==> src/rtl/boron_pkg.sv <==
// Shared BORON definitions: block width, round-FSM states and the 4-bit S-box table.
package boron_pkg;

    localparam int BLOCK_W = 64;
    localparam int NIBBLES = BLOCK_W / 4;

    // Nibble i of this constant (bits 4i+3:4i) is the S-box image of i.
    localparam logic [63:0] SBOX_TABLE = 64'h6358F02DAC971B4E;

    typedef enum logic [1:0] {
        ST_IDLE = 2'd0,
        ST_SUB  = 2'd1,
        ST_DONE = 2'd2
    } sbox_state_t;

    function automatic logic [3:0] sbox_lookup(input logic [3:0] nib);
        return SBOX_TABLE[{nib, 2'b00} +: 4];
    endfunction

endpackage

==> src/rtl/boron_sbox_seq_sbox.sv <==
// Combinational BORON S-box cell: one nibble in, its substituted image out.
module S_Box
    import boron_pkg::*;
(
    input  logic [3:0] i_nib,
    output logic [3:0] o_nib
);

    assign o_nib = sbox_lookup(i_nib);

endmodule

==> src/rtl/boron_sbox_seq.sv <==
// BORON key-add + S-box layer, substituting LANES nibbles per cycle over 16/LANES cycles.
module boron_sbox_seq
    import boron_pkg::*;
#(
    parameter int LANES = 1
) (
    input  logic               clk,
    input  logic               rst,
    input  logic               in_valid,
    output logic               in_ready,
    input  logic [BLOCK_W-1:0] state_i,
    input  logic [BLOCK_W-1:0] rkey_i,
    output logic               out_valid,
    input  logic               out_ready,
    output logic [BLOCK_W-1:0] state_o,
    output logic               busy
);

    localparam int GROUPS = NIBBLES / LANES;
    localparam int CNT_W  = (GROUPS > 1) ? $clog2(GROUPS) : 1;
    localparam logic [CNT_W-1:0] LAST_GRP = CNT_W'(GROUPS - 1);

    sbox_state_t        r_state;
    sbox_state_t        w_state_next;
    logic [CNT_W-1:0]   r_cnt;
    logic [CNT_W-1:0]   w_cnt_next;
    logic [BLOCK_W-1:0] r_work;
    logic [BLOCK_W-1:0] w_work_next;
    logic [5:0]         w_bit_base;
    logic [3:0]         w_lane_in  [LANES];
    logic [3:0]         w_lane_out [LANES];

    // Bit offset of the lowest nibble in the group being substituted this cycle.
    assign w_bit_base = 6'(int'(r_cnt) * LANES * 4);

    for (genvar gi = 0; gi < LANES; gi++) begin : g_lane
        assign w_lane_in[gi] = r_work[w_bit_base + 6'(4 * gi) +: 4];

        S_Box u_sbox (
            .i_nib (w_lane_in[gi]),
            .o_nib (w_lane_out[gi])
        );
    end

    always_ff @(posedge clk or posedge rst) begin
        if (rst) begin
            r_state <= ST_IDLE;
            r_cnt   <= '0;
            r_work  <= '0;
        end else begin
            r_state <= w_state_next;
            r_cnt   <= w_cnt_next;
            r_work  <= w_work_next;
        end
    end

    always_comb begin
        w_state_next = r_state;
        w_cnt_next   = r_cnt;
        w_work_next  = r_work;
        case (r_state)
            ST_IDLE: begin
                if (in_valid) begin
                    w_work_next  = state_i ^ rkey_i;
                    w_cnt_next   = '0;
                    w_state_next = ST_SUB;
                end
            end
            ST_SUB: begin
                for (int li = 0; li < LANES; li++) begin
                    w_work_next[w_bit_base + 6'(4 * li) +: 4] = w_lane_out[li];
                end
                if (r_cnt == LAST_GRP) begin
                    w_cnt_next   = '0;
                    w_state_next = ST_DONE;
                end else begin
                    w_cnt_next = r_cnt + CNT_W'(1);
                end
            end
            ST_DONE: begin
                // Returning to IDLE first keeps a new accept off the handshake edge.
                if (out_ready) begin
                    w_state_next = ST_IDLE;
                end
            end
            default: begin
                w_state_next = ST_IDLE;
            end
        endcase
    end

    assign in_ready  = (r_state == ST_IDLE);
    assign out_valid = (r_state == ST_DONE);
    assign busy      = (r_state != ST_IDLE);
    assign state_o   = r_work;

endmodule

==> config.mk <==
export PLATFORM = sky130hd
export DESIGN_NAME = boron_sbox_seq
export DESIGN_NICKNAME = d
export VERILOG_FILES = /design/src/rtl/boron_pkg.sv /design/src/rtl/boron_sbox_seq_sbox.sv /design/src/rtl/boron_sbox_seq.sv
export SDC_FILE = /design/constraint.sdc
export NUM_CORES = 1
export LEC_CHECK = 0
export CAP_MARGIN = 20
export CORE_MARGIN = 2
export CORE_UTILIZATION = 40
export CTS_BUF_LIST = sky130_fd_sc_hd__clkbuf_8 sky130_fd_sc_hd__clkbuf_16
export CTS_CLUSTER_SIZE = 14
export DETAILED_ROUTE_END_ITERATION = 8
export PLACE_DENSITY = 0.78
export SYNTH_ARGS = -nofsm -noshare
export SYNTH_HDL_FRONTEND = slang
export SYNTH_SLANG_ARGS = --single-unit
==> constraint.sdc <==
create_clock -name clk -period 3 [get_ports clk]
set_clock_uncertainty 0.15 [all_clocks]
set_input_delay 0.75 -clock clk [delete_from_list [all_inputs] [get_ports clk]]
set_output_delay 0.75 -clock clk [all_outputs]
set_load 0.02 [all_outputs]
==> summary.txt, run 1 <==
Outcome: completed
Total number of yosys warnings: 0
Maximum root-to-sink buffer count: 2
Number of endpoints failing setup at the final stage: 0
Hold bufs inserted after CTS: 0
Commonest non-fill, non-tap cells in the layout: sky130_fd_sc_hd__clkdlybuf4s50_1 (198), sky130_fd_sc_hd__dfrtp_1 (69), sky130_fd_sc_hd__xnor2_1 (48)
Worst path required time: 3.07 ns
Total nets after synthesis: 659
Distinct cell type count after synthesis: 64
Reg power frac: 16.5%
Post-placement worst setup slack: -0.182 ns
Routed wire length: 18.0 mm
EDFF count, synth: 0
Violation count after the first detailed-route iteration: 455
First-pass GRT wire length: 27.4 mm
Setup repair after global routing missed its margin: yes
Utilization after layout: 64.7%
Switching portion of total power: 48.2%
Average vias per placed instance: 5.77
Post-Synthesis Cells: 520
Number of remaining DRC errors: 0
Width of the chip: 115 um
Crit path max fanout: 8
Share of power burned in the clock network: 9.8%
#FFs+latches synth: 70
Arrival time of the worst setup path: 2.97 ns
Initial antenna violation count: 0
Worst hold-check path type: register to register
Wire per inst: 20.2 um
Final worst path period need: 2.90 ns
Number of maximum-capacitance violations: 0
Maximum number of pins on one net before global-route repair: 47
Count of placed standard cells including taps: 866
Via count of the first global-routing pass: 5,159
CTS tree: built
Mean Syn Cell Area: 9.44 um^2
Worst Setup Path Type: register to register
Areal power density over the cells: 1440 nW/um^2
Number of max-slew violations in the final report: 0
GRT Resource Usage Total: 27.1%
Starting utilization of the core area: 40.9%
Total inserted antenna cells: 0
Number of port buffers: 198
Layout overhead on the synthesized area: 58.2%
Peak Freq: 0.345 GHz
Die Y: 115 um
Worst skew pair latency: 0.33 ns
Hold path startpoint: state_o[14]
Number of primary I/O pins: 199
P_leak: 3.07 nW
Fin worst setup slack: 0.100 ns
Worst slew margin relative to its limit: 61.9%
Crit path from: r_cnt[0]
Commonest non-fill, non-tap cell in the layout: sky130_fd_sc_hd__clkdlybuf4s50_1
Transition time of the tightest slew-check pin: 0.570 ns
First-pass DRT Iterations: 5
Max IR drop VDD: 0.000878 V
Minimum hold slack: 0.387 ns
Final worst-path cycle share: 96.7%
Share of the yosys chip area belonging to registers: 35.7%
Die outline area: 13,200 um^2
Final number of hold-violating endpoints: 0
H-tree levels: 3
Share of synthesized flip-flops with an asynchronous set or reset: 100%
Combinational share of power: 73.7%
Mapped cell area: 4910 um^2
Clock transition at path regs: 0.06 ns
Finished Layout Cells: 893
Total Nets Final: 880
Internal Power: 5.78 mW
Row count: 40
Core Box Area: 12,000 um^2
CTS Root Buffer Type: sky130_fd_sc_hd__clkbuf_16
Worst Setup End Kind: register
CP startpoint kind: register
Total via count in the routed design: 5,150
Global placer's final weighted congestion: 0.913
Total half-perimeter wirelength after legalization and detailed placement: 13.7 mm
Proportion of layout cells with a drive suffix above 1: 16.6%
Synth Flop Type: sky130_fd_sc_hd__dfrtp_1
Antenna violation net count after detailed routing: 0
Remaining Overflow, GRT: 0
Clock sink total: 70
Switching power: 5.39 mW
Number of CTS-inserted buffers: 9
Reg-to-Reg Start: r_cnt[0]
critical path: stages, from the launching register on:
cell and delay (ns):
sky130_fd_sc_hd__dfrtp_2 0.44, sky130_fd_sc_hd__bufbuf_16 0.30, sky130_fd_sc_hd__buf_4 0.12, sky130_fd_sc_hd__mux2_2 0.34, sky130_fd_sc_hd__a221o_1 0.34, sky130_fd_sc_hd__a21oi_2 0.19, sky130_fd_sc_hd__nor2_4 0.10, sky130_fd_sc_hd__xnor2_4 0.27
sky130_fd_sc_hd__a21oi_4 0.12, sky130_fd_sc_hd__buf_6 0.15, sky130_fd_sc_hd__o31ai_1 0.26
worst paths after layout:
check,to,slack [ns],depth (start not counted)
setup / recovery,state_o[5],0.10,10
hold / removal,state_o[14],0.39,2
setup reg to reg,state_o[5],0.10,10
hold reg to reg,state_o[14],0.39,2
max in group asynchronous,state_o[51],1.50,3
min in group asynchronous,state_o[60],0.53,2
cells by family (layout without fill, tap and decap cells):
family          count (synthesis)  in the layout  synth area share, %
buf+inv                        47            273                 4.82
mux                            30             30                 9.20
simple gates                  118            118                 11.9
compound gates                181            181                 24.1
flops                          70             70                 35.7
xor+xnor                       67             67                 12.5
fa+ha+maj                       7              7                 1.78
layout make-up:
cell class / instances / area (um^2)
clock buffers: 10 / 239
clock inverters: 6 / 68.8
fillers: 1016 / 4240
inverters: 10 / 37.5
multi-input cells: 403 / 3020
flip-flops and latches: 70 / 1750
well taps: 147 / 184
repair buffers: 247 / 2470
cells in the mapped netlist, drive strengths merged, types with 4 or more instances:
| library cell | n | area (um^2) |
|---|---|---|
| mux2 | 5 | 60.1 |
| nand2 | 29 | 109 |
| xnor2 | 50 | 464 |
| a21oi | 44 | 254 |
| o21ai | 58 | 294 |
| dfrtp | 70 | 1750 |
| inv | 10 | 37.5 |
| xor2 | 17 | 149 |
| a221oi | 6 | 65.1 |
| o22ai | 11 | 93.8 |
| a22oi | 19 | 148 |
| ha | 7 | 87.6 |
| nor3 | 34 | 170 |
| a31oi | 10 | 62.6 |
| mux4 | 8 | 180 |
| a211oi | 16 | 125 |
| buf | 17 | 124 |
| clkbuf | 20 | 75.1 |
| nor2b | 4 | 25.0 |
| o31ai | 5 | 37.5 |
| and2 | 8 | 52.6 |
| mux2i | 17 | 211 |
| nor2 | 18 | 77.6 |
| nand3 | 10 | 50.1 |
registers in the layout, indices dropped and copies added, names as in the netlist:
signal and count:
state_o 64, r_state 2, r_cnt 4
stage by stage:
| stage | cell area (um^2) | TNS, ns | total power, mW |
|---|---|---|---|
| after CTS | 7700 | 0 | 10.7 |
| after detailed placement | 7260 | -2.99 | 9.08 |
| after floorplan | 4920 | -0.00413 | 6.26 |
| final | 7770 | 0 | 11.2 |
| after global routing | 7770 | -0.0332 | 11.7 |
| after global placement | 7260 | -0.362 | 8.95 |
power by group through the flow:
stage	Clock (mW)	Sequential, mW	Combinational [mW]
2_1_floorplan	0	2.13	4.13
3_3_place_gp	0	1.87	7.08
3_5_place_dp	0	1.85	7.22
4_1_cts	1.10	1.84	7.76
5_1_grt	1.15	1.89	8.68
6_report	1.09	1.85	8.23
timing repair:
action                     in CTS  in global routing
cloned                          1                  0
setup buffers                   8                  2
gates resized for setup         5                 16
setup endpoints to repair      52                 48
pin swaps                       1                  3
metal layers:
layer	track usage (%)	share of wire [%]	up-vias
li1	-	-	2362
met5	0	0	-
met4	6.51	1.4	0
met3	6.11	9.1	23
met2	46.0	49	279
met1	35.3	40	2486
No activity file was read; power rests on OpenSTA's default activity.
==> inputs of run 2 (changes only) <==
- CTS_CLUSTER_SIZE: 14 -> 20
==> results of run 2 <==
Same layout as run 1: the final DEF is identical, and so are final timing and power.
